--- config.mk ---
export PLATFORM = sky130hd
export DESIGN_NAME = dac_link_rx
export DESIGN_NICKNAME = d
export VERILOG_FILES = /design/src/rtl/dac_link_pkg.sv /design/src/rtl/dac_link_rx_frame_fsm.sv /design/src/rtl/dac_link_rx.sv
export SDC_FILE = /design/constraint.sdc
export NUM_CORES = 1
export LEC_CHECK = 0
export BUFFER_PORTS_ARGS = -buffer_cell sky130_fd_sc_hd__clkbuf_2
export CORE_MARGIN = 5
export CORE_UTILIZATION = 50
export CTS_BUF_LIST = sky130_fd_sc_hd__clkbuf_8
export DETAILED_ROUTE_END_ITERATION = 8
export PLACE_DENSITY = 0.76
export SYNTH_ARGS = -nofsm -noshare
export SYNTH_HDL_FRONTEND = slang
export SYNTH_HIERARCHICAL = 1
export SYNTH_SLANG_ARGS = --single-unit
--- constraint.sdc ---
create_clock -name clk -period 5.7 [get_ports clk]
set_clock_uncertainty 0.15 [all_clocks]
set_input_delay 0.57 -clock clk [delete_from_list [all_inputs] [get_ports clk]]
set_output_delay 0.57 -clock clk [all_outputs]
set_load 0.1 [all_outputs]
--- src/rtl/dac_link_pkg.sv ---
// dac_link_pkg: shared types, lane widths and word packing order
// for the dual-port DDR DAC link (common to tx and rx sides).
package dac_link_pkg;

  typedef enum logic [1:0] {
    SEARCH = 2'd0,
    CHECK  = 2'd1,
    LOCKED = 2'd2
  } link_state_e;

  localparam int LANE_W = 16;
  localparam int WORD_W = 4 * LANE_W;
  localparam int CNT_W  = 8;

  localparam int OFF_A_RISE = 0;
  localparam int OFF_A_FALL = 16;
  localparam int OFF_B_RISE = 32;
  localparam int OFF_B_FALL = 48;

  typedef struct packed {
    logic [LANE_W-1:0] a_rise;
    logic [LANE_W-1:0] a_fall;
    logic [LANE_W-1:0] b_rise;
    logic [LANE_W-1:0] b_fall;
    logic              fa_rise;
    logic              fa_fall;
    logic              fb_rise;
    logic              fb_fall;
    logic              clr;
  } rx_s1_t;

  function automatic logic [WORD_W-1:0] pack_word(
    input logic [LANE_W-1:0] a_rise,
    input logic [LANE_W-1:0] a_fall,
    input logic [LANE_W-1:0] b_rise,
    input logic [LANE_W-1:0] b_fall
  );
    logic [WORD_W-1:0] w;
    w = '0;
    w[OFF_A_RISE +: LANE_W] = a_rise;
    w[OFF_A_FALL +: LANE_W] = a_fall;
    w[OFF_B_RISE +: LANE_W] = b_rise;
    w[OFF_B_FALL +: LANE_W] = b_fall;
    return w;
  endfunction

endpackage

--- src/rtl/dac_link_rx_frame_fsm.sv ---
// dac_link_frame_fsm: frame-pattern lock tracker.
// Lock after LOCK_CNT good cycles, drop after UNLOCK_CNT bad ones.
module dac_link_frame_fsm
  import dac_link_pkg::*;
#(
  parameter int LOCK_CNT   = 16,
  parameter int UNLOCK_CNT = 4
) (
  input  logic clk,
  input  logic rst_n,
  input  logic consistent_i,
  input  logic good_i,
  output logic locked_o,
  output logic lost_set_o,
  output logic err_inc_o
);

  localparam logic [CNT_W-1:0] LOCK_C   = CNT_W'(LOCK_CNT);
  localparam logic [CNT_W-1:0] UNLOCK_C = CNT_W'(UNLOCK_CNT);
  localparam logic [CNT_W-1:0] ONE_C    = CNT_W'(1);

  link_state_e      state_q;
  logic [CNT_W-1:0] good_cnt_q;
  logic [CNT_W-1:0] bad_cnt_q;
  logic             locked_q;
  logic [CNT_W-1:0] good_inc;
  logic [CNT_W-1:0] bad_inc;
  logic             in_lock;

  // Evaluated-cycle strobes for the counter side of the receiver
  always_comb begin
    good_inc   = good_cnt_q + ONE_C;
    bad_inc    = bad_cnt_q + ONE_C;
    in_lock    = (state_q == LOCKED);
    err_inc_o  = in_lock && !good_i;
    lost_set_o = err_inc_o && (bad_inc == UNLOCK_C);
  end

  // Lock state machine with registered locked flag
  always_ff @(posedge clk or negedge rst_n) begin
    if (!rst_n) begin
      state_q    <= SEARCH;
      good_cnt_q <= '0;
      bad_cnt_q  <= '0;
      locked_q   <= 1'b0;
    end else begin
      unique case (state_q)
        SEARCH: begin
          if (consistent_i) begin
            state_q    <= CHECK;
            good_cnt_q <= ONE_C;
          end
        end
        CHECK: begin
          if (!good_i) begin
            state_q    <= SEARCH;
            good_cnt_q <= '0;
          end else if (good_inc == LOCK_C) begin
            state_q    <= LOCKED;
            good_cnt_q <= '0;
            bad_cnt_q  <= '0;
            locked_q   <= 1'b1;
          end else begin
            good_cnt_q <= good_inc;
          end
        end
        LOCKED: begin
          if (good_i) begin
            bad_cnt_q <= '0;
          end else if (bad_inc == UNLOCK_C) begin
            state_q   <= SEARCH;
            bad_cnt_q <= '0;
            locked_q  <= 1'b0;
          end else begin
            bad_cnt_q <= bad_inc;
          end
        end
        default: begin
          state_q    <= SEARCH;
          good_cnt_q <= '0;
          bad_cnt_q  <= '0;
          locked_q   <= 1'b0;
        end
      endcase
    end
  end

  assign locked_o = locked_q;

endmodule

--- src/rtl/dac_link_rx.sv ---
// dac_link_rx: receive side of the dual-port DDR DAC link.
// Checks the toggling frame, locks, and repacks the 64-bit word.
module dac_link_rx
  import dac_link_pkg::*;
#(
  parameter int LOCK_CNT   = 16,
  parameter int UNLOCK_CNT = 4,
  parameter int ERR_W      = 16
) (
  input  logic              clk,
  input  logic              rst_n,
  input  logic [LANE_W-1:0] data_a_rise,
  input  logic [LANE_W-1:0] data_a_fall,
  input  logic [LANE_W-1:0] data_b_rise,
  input  logic [LANE_W-1:0] data_b_fall,
  input  logic              frame_a_rise,
  input  logic              frame_a_fall,
  input  logic              frame_b_rise,
  input  logic              frame_b_fall,
  input  logic              err_clear,
  output logic [WORD_W-1:0] data_out,
  output logic              data_valid,
  output logic              data_phase,
  output logic              locked,
  output logic              lock_lost,
  output logic [ERR_W-1:0]  err_count
);

  localparam logic [ERR_W-1:0] ERR_ONE = ERR_W'(1);

  rx_s1_t            s1_d;
  rx_s1_t            s1_q;
  logic              prev_q;
  logic              consistent;
  logic              good;
  logic              lock_w;
  logic              lost_set;
  logic              err_inc;
  logic [WORD_W-1:0] data_d;
  logic [WORD_W-1:0] data_q;
  logic              valid_d;
  logic              valid_q;
  logic              phase_q;
  logic [ERR_W-1:0]  err_d;
  logic [ERR_W-1:0]  err_q;
  logic              lost_d;
  logic              lost_q;

  // Bundle the raw post-IDDR inputs for the first register stage
  always_comb begin
    s1_d.a_rise  = data_a_rise;
    s1_d.a_fall  = data_a_fall;
    s1_d.b_rise  = data_b_rise;
    s1_d.b_fall  = data_b_fall;
    s1_d.fa_rise = frame_a_rise;
    s1_d.fa_fall = frame_a_fall;
    s1_d.fb_rise = frame_b_rise;
    s1_d.fb_fall = frame_b_fall;
    s1_d.clr     = err_clear;
  end

  // Stage 1: input capture and previous-frame history
  always_ff @(posedge clk or negedge rst_n) begin
    if (!rst_n) begin
      s1_q   <= '0;
      prev_q <= 1'b0;
    end else begin
      s1_q   <= s1_d;
      prev_q <= s1_q.fa_rise;
    end
  end

  // Frame checks on the stage-1 sample
  always_comb begin
    consistent = (s1_q.fa_rise == s1_q.fa_fall)
              && (s1_q.fb_rise == s1_q.fb_fall)
              && (s1_q.fa_rise == s1_q.fb_rise);
    good = consistent && (s1_q.fa_rise != prev_q);
  end

  dac_link_frame_fsm #(
    .LOCK_CNT   (LOCK_CNT),
    .UNLOCK_CNT (UNLOCK_CNT)
  ) u_fsm (
    .clk          (clk),
    .rst_n        (rst_n),
    .consistent_i (consistent),
    .good_i       (good),
    .locked_o     (lock_w),
    .lost_set_o   (lost_set),
    .err_inc_o    (err_inc)
  );

  // Next output word, qualifier and health counters
  always_comb begin
    data_d  = pack_word(s1_q.a_rise, s1_q.a_fall,
                        s1_q.b_rise, s1_q.b_fall);
    valid_d = lock_w && good;
    err_d   = err_q;
    lost_d  = lost_q;
    if (s1_q.clr) begin
      err_d  = '0;
      lost_d = 1'b0;
    end else begin
      if (err_inc && (err_q != '1)) begin
        err_d = err_q + ERR_ONE;
      end
      if (lost_set) begin
        lost_d = 1'b1;
      end
    end
  end

  // Stage 2: registered outputs
  always_ff @(posedge clk or negedge rst_n) begin
    if (!rst_n) begin
      data_q  <= '0;
      valid_q <= 1'b0;
      phase_q <= 1'b0;
      err_q   <= '0;
      lost_q  <= 1'b0;
    end else begin
      data_q  <= data_d;
      valid_q <= valid_d;
      phase_q <= s1_q.fa_rise;
      err_q   <= err_d;
      lost_q  <= lost_d;
    end
  end

  assign data_out   = data_q;
  assign data_valid = valid_q;
  assign data_phase = phase_q;
  assign locked     = lock_w;
  assign lock_lost  = lost_q;
  assign err_count  = err_q;

endmodule

==> results.yml <==
clock_tree:
  clk_pin_slew_ns: 0.10
  cts_buffers: 17
  cts_tree: "yes"
  clk_latency_ns: 0.45
  cts_root_buf: "clkbuf_8"
  htreeDepth: 4
  hold_buffers: 0
  cts_setup_buffers: 0
  cts_buffer_depth: 2
  cts.sinks: 171
  cts_resized: 0
pwr:
  internal_power_mw: 1.69
  power_frac_clock_pct: 35.2
  switching_share_pct: 28.9
  vdd_drop_max_mv: 0.503
  power.switching_uw: 688
  seq_power_share_pct: 53.9
  powerDensity_nw_per_um2: 348
  comb_power_share_pct: 10.9
  p_leak_nw: 3.29
  power.total_mw: 2.38
logic_synthesis:
  netlist_instances: 379
  synthesis.nets: 454
  synth-main-ff-cell: "dfrtp_1"
  avgSynthCellArea_sq_um: 14.6
  yosysWarningCount: 6
  synth_edf_count: 0
  synth-compound-area-share_pct: 7.91
  synth_xor_area_share_pct: 0.316
  synth-simple-area-share_pct: 12.1
  synth_mux_area_share_pct: 0.180
  synth_top_family_by_area: "simple AND/OR/NAND/NOR gates"
  synth_fa_ha_area_share_pct: 0.902
  synth_seq_cells: 171
  syn-cell-area_sq_um: 5550
  synth_cell_types: 56
  synthArstFlopShare_pct: 100
  synth-seq-area-share_pct: 77.1
floorplan:
  coreArea_sq_um: 10800
  chipWidth_um: 115
  dieHeight_um: 115
  die_area_sq_um: 13300
  initial_core_util_pct: 51.2
  num_io_pins: 155
  rows: 38
timing:
  final_hold_viol_count: 0
  fin_crit_ns: 3.00
  max_freq_mhz: 334
  period_share_pct: 52.5
  final-setup-viol-count: 0
  maxSlewHeadroom_pct: 27.2
  rsz0062_at_grt: "false"
  worstMarginPinSlew_ns: 1.09
  maxSlewViolCount: 0
  setup_tns_ns: 0
job:
  cap_viol_max_count: 0
critical_path:
  path_class: "register to register"
  setup.worst_path.start_class: "register"
  cp.arrival_ns: 3.21
  cpPeakStageDelay_ns: 0.44
  crit_path_max_fanout: 19
  cp_cell_sequence: "or4_1, a21oi_1, or2_2, inv_1, nand4_1, or3_1, or4_1, a21oi_1"
  end_kind: "register"
  critPathSlowestCell: "inv_1"
  crit_required_ns: 5.92
outcome:
  status: "finished clean"
finish:
  final_cell_count_no_fill: 697
  final_area_sq_um: 6850
  area.growth.synth_to_final_pct: 23.3
  layout.nets: 619
  diodes: 0
  final_layout_size_suffix_gt1_share_pct: 35.7
routing:
  num_vias: 3566
  viasPerCell: 5.12
  wl_mm: 11.8
  routedWlPerCell_um: 16.9
  ant_nets: 0
  drtPass1Iterations: 4
  drtIter0Drc: 234
  drc_errors: 0
global_route:
  grt_overflow: 0
  grt.total_usage_pct: 19.1
  grt_antenna_before_repair: 0
  grt_pass1_vias: 3721
  grt_pass1_wl_mm: 19.2
  grt_max_degree: 128
placement:
  port_buffers: 154
  place_congestion: 0.820
  dpl_cell_area_sq_um: 6450
  dp_hpwl_mm: 8.23
  place_inst: 665
worst_hold_path:
  hold_path_class: "input pin to register"
## worst max-delay path: cells and delay by family, from the launching register on
family / cells / cell delay (ns)
and+or+nand+nor: 5 / 1.61
buffers and inverters: 1 / 0.44
DFF: 1 / 0.40
AOI/OAI and AO/OA: 2 / 0.31
## cell families after synthesis
kind of cell               after synthesis
DFF                                    171
and+or+nand+nor                        115
AOI/OAI and AO/OA                       72
buffers and inverters                   14
adders and majority gates                4
xor gates and xnor gates                 2
muxes                                    1
## area by class of cell
type | instances | area, sq um
clock buffers | 20 | 275
clock inverters | 12 | 124
fillers | 836 | 4000
inverters | 5 | 18.8
multi-input cells | 194 | 1190
flip-flops and latches | 171 | 4280
well taps | 140 | 175
repair buffers | 155 | 785
## power by group through the flow
stage,clock (mW),combinational [mW],sequential (mW)
5_1_grt,0.915,0.273,1.29
6_report,0.837,0.260,1.28
3_5_place_dp,0,0.263,1.31
4_1_cts,0.856,0.264,1.28
2_1_floorplan,0,0.00946,1.47
3_3_place_gp,0,0.261,1.30
## synthesized netlist by cell type (5+ instances only)
cell,count,area share (%)
nor2_1,19,1.3
nand3_1,6,0.54
o21ai_0,25,2.3
nand2b_1,8,0.90
dfrtp_1,171,77
inv_1,5,0.34
nand4_1,12,1.4
nor4_1,5,0.56
or3_1,5,0.56
a31oi_1,6,0.68
nor3_1,5,0.45
a21oi_1,15,1.4
o21ai_1,5,0.45
nand2_1,20,1.4
## registers in the layout, summed over array words and instances (netlist names)
| register | flops |
|---|---|
| err_count | 16 |
| data_d | 64 |
| data_phase | 1 |
| u_fsm/locked_o | 1 |
| u_fsm/good_cnt_q | 8 |
| u_fsm/state_q | 2 |
| lock_lost | 1 |
| data_out | 64 |
| u_fsm/bad_cnt_q | 8 |
| s1_q | 5 |
| data_valid | 1 |
## per-layer routing
| metal | GRT usage [%] | wire length (um) |
|---|---|---|
| met5 | 0 | 0 |
| met4 | 6.57 | 140 |
| met3 | 11.4 | 1540 |
| met2 | 28.1 | 5480 |
| met1 | 23.6 | 4590 |
## metrics by stage
| step | utilization [%] | setup slack (ns) | hold slack (ns) |
|---|---|---|---|
| after floorplan | - | 2.53 | 0.124 |
| after global placement | 59.5 | 2.86 | 0.181 |
| after detailed placement | 59.5 | 2.78 | 0.185 |
| after CTS | 63.1 | 2.75 | 0.0369 |
| after global routing | 63.1 | 2.50 | 0.0304 |
| final | 63.1 | 2.70 | 0.0657 |
## path summary, 6_finish.rpt
| kind | startpoint | end | depth (start not counted) | slack, ns |
|---|---|---|---|---|
| setup reg to reg | s1_q[4]$_DFF_PN0_ | err_count[12]$_DFFE_PN0P_ | 8 | 2.70 |
| setup / recovery | s1_q[4]$_DFF_PN0_ | err_count[12]$_DFFE_PN0P_ | 8 | 2.70 |
| hold reg to reg | data_d[21]$_DFF_PN0_ | data_out[21]$_DFF_PN0_ | 0 | 0.19 |
| max in group asynchronous | rst_n | data_out[57]$_DFF_PN0_ | 2 | 4.06 |
| min in group asynchronous | rst_n | u_fsm/good_cnt_q[7]$_DFFE_PN0P_ | 1 | 0.12 |
| hold / removal | data_a_fall[6] | data_d[22]$_DFF_PN0_ | 1 | 0.07 |
## layout by cell type, fill, tap and decap left out, types with 5 or more instances in the layout
master    synthesis  layout
nand2b_1          8       8
nor2_1           19      19
clkbuf_2          2     153
clkbuf_8          2      20
o21ai_1           5       5
o21ai_0          25      25
dfrtp_1         171     171
nand4_1          12      12
nand3_1           6       6
nor4_1            5       5
a21oi_1          15      15
a31oi_1           6       6
inv_1             5       6
nor3_1            5       5
nand2_1          20      20
or3_1             5       5
Power figures use the tool's default switching activity.
